==> src/rtl/cpu_dbg_ahb_bridge.sv <==
// AHB-Lite debug/loader slave: word accesses to CPU IM/DM/RF peek ports plus RUN/CYCLES control.
// Latency: writes zero-wait (1 data cycle); reads one wait state (data 2 cycles after address phase).
// Backpressure: hreadyout low in RD_WAIT and ERR1 only; new address phases accepted while hreadyout=1.
module cpu_dbg_ahb_bridge #(
    parameter int IM_AW = 11,
    parameter int DM_AW = 11
) (
    input  logic                clk,
    input  logic                rstn,
    input  logic                hsel,
    input  logic [31:0]         haddr,
    input  logic [1:0]          htrans,
    input  logic                hwrite,
    input  logic [2:0]          hsize,
    input  logic [31:0]         hwdata,
    input  logic                hready,
    output logic                hreadyout,
    output logic                hresp,
    output logic [31:0]         hrdata,
    output logic                cpu_rstn,
    output logic [4:0]          ahb_rf_addr,
    input  logic [31:0]         ahb_rf_data,
    output logic [IM_AW-1:0]    ahb_im_addr,
    output logic [31:0]         ahb_im_din,
    output logic                ahb_im_wen,
    input  logic [31:0]         ahb_im_dout,
    output logic [DM_AW-1:0]    ahb_dm_addr,
    output logic [31:0]         ahb_dm_din,
    output logic                ahb_dm_wen,
    input  logic [31:0]         ahb_dm_dout
);

    typedef enum logic [2:0] {
        IDLE    = 3'd0,
        WR      = 3'd1,
        RD_WAIT = 3'd2,
        RD_DATA = 3'd3,
        ERR1    = 3'd4,
        ERR2    = 3'd5
    } state_t;

    typedef enum logic [1:0] {
        R_IM   = 2'b00,
        R_DM   = 2'b01,
        R_RF   = 2'b10,
        R_CTRL = 2'b11
    } region_t;

    state_t             state_q, state_d;
    region_t            region_q, region_d;
    logic               ctrl_off_q, ctrl_off_d;
    logic               run_q, run_d;
    logic               cpu_rstn_q, cpu_rstn_d;
    logic [31:0]        cycles_q, cycles_d;
    logic [31:0]        rdata_q, rdata_d;
    logic [IM_AW-1:0]   im_addr_q, im_addr_d;
    logic [DM_AW-1:0]   dm_addr_q, dm_addr_d;
    logic [4:0]         rf_addr_q, rf_addr_d;

    logic               data_ready;
    logic               accept;
    region_t            a_region;
    logic               a_err;
    logic               wr_im, wr_dm, wr_run;
    logic               unused_ok;

    assign unused_ok = ^{haddr[31:16], htrans[0]};

    always_comb begin
        data_ready = (state_q == IDLE) || (state_q == WR) ||
                     (state_q == RD_DATA) || (state_q == ERR2);
        accept     = hsel && htrans[1] && hready && data_ready;
        a_region   = region_t'(haddr[15:14]);
        a_err      = (hsize != 3'b010) || (haddr[1:0] != 2'b00) ||
                     ((a_region == R_RF) && hwrite) ||
                     ((a_region == R_CTRL) && ((haddr[13:3] != '0) || (hwrite && haddr[2]))) ||
                     ((a_region == R_IM) && hwrite && run_q);
    end

    always_comb begin
        wr_im  = (state_q == WR) && (region_q == R_IM);
        wr_dm  = (state_q == WR) && (region_q == R_DM);
        wr_run = (state_q == WR) && (region_q == R_CTRL) && !ctrl_off_q;
    end

    // Next state; index registers only move for error-free accepted phases so errors leave no trace.
    always_comb begin
        state_d    = state_q;
        region_d   = region_q;
        ctrl_off_d = ctrl_off_q;
        im_addr_d  = im_addr_q;
        dm_addr_d  = dm_addr_q;
        rf_addr_d  = rf_addr_q;
        case (state_q)
            RD_WAIT: state_d = RD_DATA;
            ERR1:    state_d = ERR2;
            default: begin
                state_d = IDLE;
                if (accept) begin
                    if (a_err) begin
                        state_d = ERR1;
                    end else begin
                        state_d    = hwrite ? WR : RD_WAIT;
                        region_d   = a_region;
                        ctrl_off_d = haddr[2];
                        case (a_region)
                            R_IM:    im_addr_d = haddr[IM_AW+1:2];
                            R_DM:    dm_addr_d = haddr[DM_AW+1:2];
                            R_RF:    rf_addr_d = haddr[6:2];
                            default: ;
                        endcase
                    end
                end
            end
        endcase
    end

    always_comb begin
        run_d      = run_q;
        cpu_rstn_d = run_q;
        cycles_d   = run_q ? (cycles_q + 32'd1) : cycles_q;
        rdata_d    = rdata_q;
        if (wr_run) begin
            run_d = hwdata[0];
            if (hwdata[0] && !run_q) begin
                cycles_d = '0;
            end
        end
        // Capture at the end of RD_WAIT; memory dout is valid for the index presented this cycle.
        if (state_q == RD_WAIT) begin
            case (region_q)
                R_IM:    rdata_d = ahb_im_dout;
                R_DM:    rdata_d = ahb_dm_dout;
                R_RF:    rdata_d = ahb_rf_data;
                default: rdata_d = ctrl_off_q ? cycles_q : {31'd0, run_q};
            endcase
        end
    end

    always_ff @(posedge clk or negedge rstn) begin
        if (!rstn) begin
            state_q    <= IDLE;
            region_q   <= R_IM;
            ctrl_off_q <= 1'b0;
            run_q      <= 1'b0;
            cpu_rstn_q <= 1'b0;
            cycles_q   <= '0;
            rdata_q    <= '0;
            im_addr_q  <= '0;
            dm_addr_q  <= '0;
            rf_addr_q  <= '0;
        end else begin
            state_q    <= state_d;
            region_q   <= region_d;
            ctrl_off_q <= ctrl_off_d;
            run_q      <= run_d;
            cpu_rstn_q <= cpu_rstn_d;
            cycles_q   <= cycles_d;
            rdata_q    <= rdata_d;
            im_addr_q  <= im_addr_d;
            dm_addr_q  <= dm_addr_d;
            rf_addr_q  <= rf_addr_d;
        end
    end

    always_comb begin
        hreadyout   = !((state_q == RD_WAIT) || (state_q == ERR1));
        hresp       = (state_q == ERR1) || (state_q == ERR2);
        hrdata      = rdata_q;
        cpu_rstn    = cpu_rstn_q;
        ahb_im_addr = im_addr_q;
        ahb_dm_addr = dm_addr_q;
        ahb_rf_addr = rf_addr_q;
        ahb_im_wen  = wr_im;
        ahb_dm_wen  = wr_dm;
        ahb_im_din  = wr_im ? hwdata : '0;
        ahb_dm_din  = wr_dm ? hwdata : '0;
    end

endmodule

==> config.mk <==
export PLATFORM = sky130hd
export DESIGN_NAME = cpu_dbg_ahb_bridge
export DESIGN_NICKNAME = d
export VERILOG_FILES = /design/src/rtl/cpu_dbg_ahb_bridge.sv
export SDC_FILE = /design/constraint.sdc
export NUM_CORES = 1
export LEC_CHECK = 0
export BUFFER_PORTS_ARGS = -buffer_cell sky130_fd_sc_hd__buf_2
export CAP_MARGIN = 20
export CORE_AREA = 2 2 115 117
export CTS_CLUSTER_DIAMETER = 60
export DETAILED_ROUTE_END_ITERATION = 6
export DIE_AREA = 0 0 117 119
export PLACE_DENSITY = 0.82
export RECOVER_POWER = 25
export SLEW_MARGIN = 10
export SYNTH_ARGS = -nofsm -noshare
export SYNTH_HDL_FRONTEND = slang
export SYNTH_SLANG_ARGS = --single-unit
export TNS_END_PERCENT = 10
==> constraint.sdc <==
create_clock -name clk -period 4.5 [get_ports clk]
set_input_delay 0.225 -clock clk [delete_from_list [all_inputs] [get_ports clk]]
set_output_delay 0.225 -clock clk [all_outputs]
set_load 0.05 [all_outputs]
* Word-level counts from Yosys, hierarchy flattened *
Cells that the tools add are included.

storage, ports and cells
  word-level logic and storage cells = 72
  bits in writable memories = 0
  input bits = 170
  output and inout port bits = 128
  memories = 0
  memory bits (read-only) = 0
  latch bits = 0
  register bits = 99

cells by class
  reductions and logical operators = 36
  add/sub/neg operators = 1
  equal/unequal tests = 12
  $mul = 0
  multiplexer cells = 11
  shift operators = 0
  divide/modulo/power cells = 0
  order comparisons = 0
  bitwise logic cells = 2

operators with widths
  kind                                                                     number
  32-bit 2-to-1 mux                                                        6
  32-bit one-hot mux with 3 select lines                                   1
  32-bit by 1-bit adder with 32-bit output, second input constant          1
  1-bit logical AND                                                        13
  4-bit AND reduction                                                      3
  11-bit nonzero test                                                      1
  1-bit logical OR                                                         10
  2-bit == test, second input constant                                     4
  3-bit by 2-bit == test with 1-bit output, second input constant          2
  3-bit == test, second input constant                                     2
  3-bit 2-to-1 mux                                                         2
  3-bit one-hot mux with 2 select lines                                    1
  2-bit by 1-bit == test with 1-bit output, second input constant          2
  2-bit logical NOT                                                        2
  3-bit by 1-bit == test with 1-bit output, second input constant          1
  1-bit logical NOT                                                        3
  3-bit logical NOT                                                        1
  3-bit by 2-bit inequality test with 1-bit output, second input constant  1
  3-bit AND reduction                                                      1
  2-bit 2-to-1 mux                                                         1
  1-bit NOT                                                                2
  2-bit nonzero test                                                       1
  2-bit OR reduction                                                       1

* Logic depth before layout (Yosys ltp) *
  depth in word-level cells = 8
  depth in mapped cells = 7
  gate-level depth less buffers = 5

* Least setup slack after synthesis *
OpenSTA, ideal clock, no wires.

  path kind = flip-flop to output port
  start point = reg region_q[1]
  end point = out ahb_im_din[0]
  setup slack = 1.891 ns
  arrival time = 2.384 ns
  stages on the path, launching flop included = 4
  buffers on the path = 2
  data required time = 4.275 ns
  cell sequence = dfrtp_1 clkbuf_1 buf_1 nor4_1

between the ends
  longest elaborated chain between the ends = 3

ends and longest elaborated chain
  element                   line  text
  start: declaration        50    region_t region_q, region_d;
  start signal: assignment  154   region_q <= region_d;
  2-bit logical NOT         81    wr_im = (state_q == WR) && (region_q == R_IM);
  1-bit logical AND         81
  32-bit 2-to-1 mux         176   ahb_im_din = wr_im ? hwdata : '0;
  end: declaration          24    output logic [31:0] ahb_im_din,

Every way passes these cells.

* Worst setup path after layout *
  start point = reg region_q[0]
  end point = out ahb_dm_din[9]

between the ends
  longest elaborated chain between the ends = 3

ends and longest elaborated chain
  element                                   line  text
  2-bit by 1-bit == test with 1-bit output  82    wr_dm = (state_q == WR) && (region_q == R_DM);
  1-bit logical AND                         82
  32-bit 2-to-1 mux                         177   ahb_dm_din = wr_dm ? hwdata : '0;
  end: declaration                          28    output logic [31:0] ahb_dm_din,

Every way passes these cells.

==> metrics.csv <==
metric,value,unit
Worst Setup SP,region_q[0],
largest net degree at the start of global routing,68,
Synth area leader,dfrtp_1,
first-pass GRT wire length,25100,microns
via count,5125,
initial antenna violation count,7,
FF-to-FF End,cycles_q[26],
total track usage,23.2,%
Post-synth EDFFs,0,
Switch Pwr,1.28,mW
via/cell ratio,5.34,
DRT iter0 DRCs,259,
dpl hpwl,12100,microns
clock network power share,24.6,%
most common cell in the synthesized netlist,dfrtp_1,
Area Growth Syn to Fin,31.0,%
die width,117,microns
Die Ht,119,microns
FF-to-FF setup slack,2.22,ns
sequential power share,37.8,%
PnR Total Power,3.02,mW
"Cell Area, Placed",7430,sq um
Setup Total Neg Slack,0,ns
power per cell area,391,nW/um^2
Max clock buf depth,2,
Crit path top cell by count,buf_4,
status,"finished, violations left",
critical path type,flop to output port,
Worst Setup EP,ahb_dm_din[9],
Root Driver,clkbuf_16,
synth top area cells,"dfrtp_1 42%, mux4_2 12%, mux2_2 11%, and2_1 10%, nand2_1 1.5%",
Clock transition at path regs,0.07,ns
Worst R2R Path Depth,4,
Synth async-reset ratio,100,%
Crit path max-delay family,buffers and inverters,
nets,944,
DRT Wirelength,16000,microns
Setup-failing EPs final,0,
CP Capture Type,output port,
Peak VDD IR,287,uV
Worst Hold Class,input pin to async pin,
post-synthesis sequential area ratio,42.0,%
Initial Util,45.8,%
row cnt,42,
fin area,7730,sq um
Logic pwr share,37.6,%
WL per Instance,16.7,microns
share of the synthesized area in the top cell type,42.0,%
Max Slew Vio Count,34,
CTS Buf Count,9,
post-CTS setup buffer count,0,
CP bufs+invs,3,
H-tree Lvls,3,
post-cts sizing count,0,
Post-route DRC,0,
Final Critical Period,2.49,ns
instance count on the critical path,5,
leakage power,3.76,nW
core area,12900,sq um
cts hold-fix bufs,0,
CP max stage cell,buf_4,
# port buffers,280,
post-synthesis register bit count,99,
"antenna viol nets, final",0,
worst r2r src,cpu_rstn_d,
mapped cell area,5900,sq um
Synth Area per Inst,11.6,sq um
FMAX,0.402,GHz
Least-Margin Pin Slew,1.74,ns
dominant synthesized flop cell,dfrtp_1,
Worst EP required,4.28,ns
max incr delay on CP,0.54,ns
top post-synthesis cells by count,"99 x dfrtp_1, 96 x and2_1, 59 x mux2_2",
CP Cell Sequence,buf_4 > nor3b_2 > buf_4 > and2_1 > buf_2,
failing checks,"negative hold slack, max-capacitance violations, max-slew violations",
Final Hold Fails,10,
GPL Wtd Cong,0.815,
grt total ovfl,0,
Switching Share,42.3,%
"Max FO, Critical Path",37,
"Warnings, synthesis",0,
synth unique cells,57,
instance count of the mapped netlist,510,
Num Clock Sinks,99,
Die ar.,13900,sq um
# IOs,298,
Tcrit/Tclk final,55.3,%
drt pass-1 iters,4,
vias in the first global route,4842,
syn_nets,681,
layout cells sized above 1,52.1,%
internal power,1.74,mW
worst hold slack,-0.0165,ns
max_cap viols,1,
CP arrival,2.27,ns
clk_lat worst skew,0.35,ns
crit path launch type,flop,
TritonCTS clock tree,yes,
RSZ-0062 raised after global routing,false,
Slew HR,-15.7,%
skew final,0.00697,ns
## final cells by class
type | count | area, sq um
repair buffers | 286 | 1450
inverters | 5 | 18.8
clock buffers | 9 | 225
well taps | 176 | 220
fillers | 1089 | 5140
clock inverters | 7 | 61.3
multi-input cells | 372 | 3260
flip-flops and latches | 99 | 2480
diodes | 5 | 12.5
## power groups by stage
stage	clock network (mW)	logic [mW]	registers (mW)
after floorplan	0	0.669	1.30
after global placement	0	1.13	1.15
after detailed placement	0	1.14	1.15
after CTS	0.762	1.14	1.14
after global routing	0.805	1.20	1.17
final	0.744	1.14	1.14
## metrics by stage
stage | instances | hold WS, ns | util, % | setup WS (ns)
finish | 959 | -0.0165 | 60.0 | 2.01
global route | 957 | 0.0526 | 60.0 | 1.73
CTS | 954 | 0.00968 | 60.0 | 1.95
detailed placement | 938 | 0.392 | 57.7 | 2.27
global placement | 937 | 0.392 | 57.6 | 1.97
floorplan | 510 | -0.0706 | - | 1.89
## flip-flops by register name, summed over array words and instances, names as in the netlist
register and cells:
cycles_q 32, hrdata 32, ahb_dm_addr 11, ahb_im_addr 11, ahb_rf_addr 5, state_q 3, region_q 2, cpu_rstn 1
cpu_rstn_d 1, ctrl_off_q 1
## cells by family (layout without fill, tap and decap cells)
| group | Yosys count | after routing | share of synthesized area [%] |
|---|---|---|---|
| AO/OA/AOI/OAI | 47 | 47 | 5.34 |
| other | 0 | 5 | 0 |
| AND/OR/NAND/NOR | 216 | 216 | 23.4 |
| XOR/XNOR | 12 | 12 | 1.78 |
| adder cells (fa/ha/maj) | 1 | 1 | 0.212 |
| flip-flops | 99 | 99 | 42.0 |
| multiplexers | 96 | 96 | 24.4 |
| buffers and inverters | 39 | 307 | 2.91 |
## metal layers
metal | share of wire (%) | global-route usage (%) | vias to the layer above | routed length [microns]
met4 | 2.6 | 8.38 | 6 | 415
met2 | 48 | 35.9 | 179 | 7630
met5 | 0.21 | 0 | - | 34
met3 | 7.0 | 6.01 | 34 | 1120
li1 | - | - | 2420 | -
met1 | 42 | 31.4 | 2486 | 6800
## placed cells by master, fill, tap and decap left out, types with 6 or more instances in the layout
master	instances
a21oi_1	12
and2_1	96
and4_1	6
buf_2	279
clkbuf_16	9
dfrtp_1	97
mux2_2	59
mux4_2	32
nand2_1	23
nand2b_1	7
nand3_1	14
nand4_1	10
nor2_1	11
nor4_1	8
o21ai_0	8
o31ai_1	10
or4_1	8
xor2_1	7
## worst min-delay path by stage
stage	start	endpoint	slack, ns
2_1_floorplan	rstn	ahb_dm_addr[0]	-0.07
3_3_place_gp	rstn	hrdata[16]	0.39
3_5_place_dp	rstn	hrdata[16]	0.39
4_1_cts	rstn	cycles_q[23]	0.01
5_1_grt	rstn	hrdata[16]	0.05
6_report	rstn	hrdata[16]	-0.02
(Power assumes the default switching activity.)
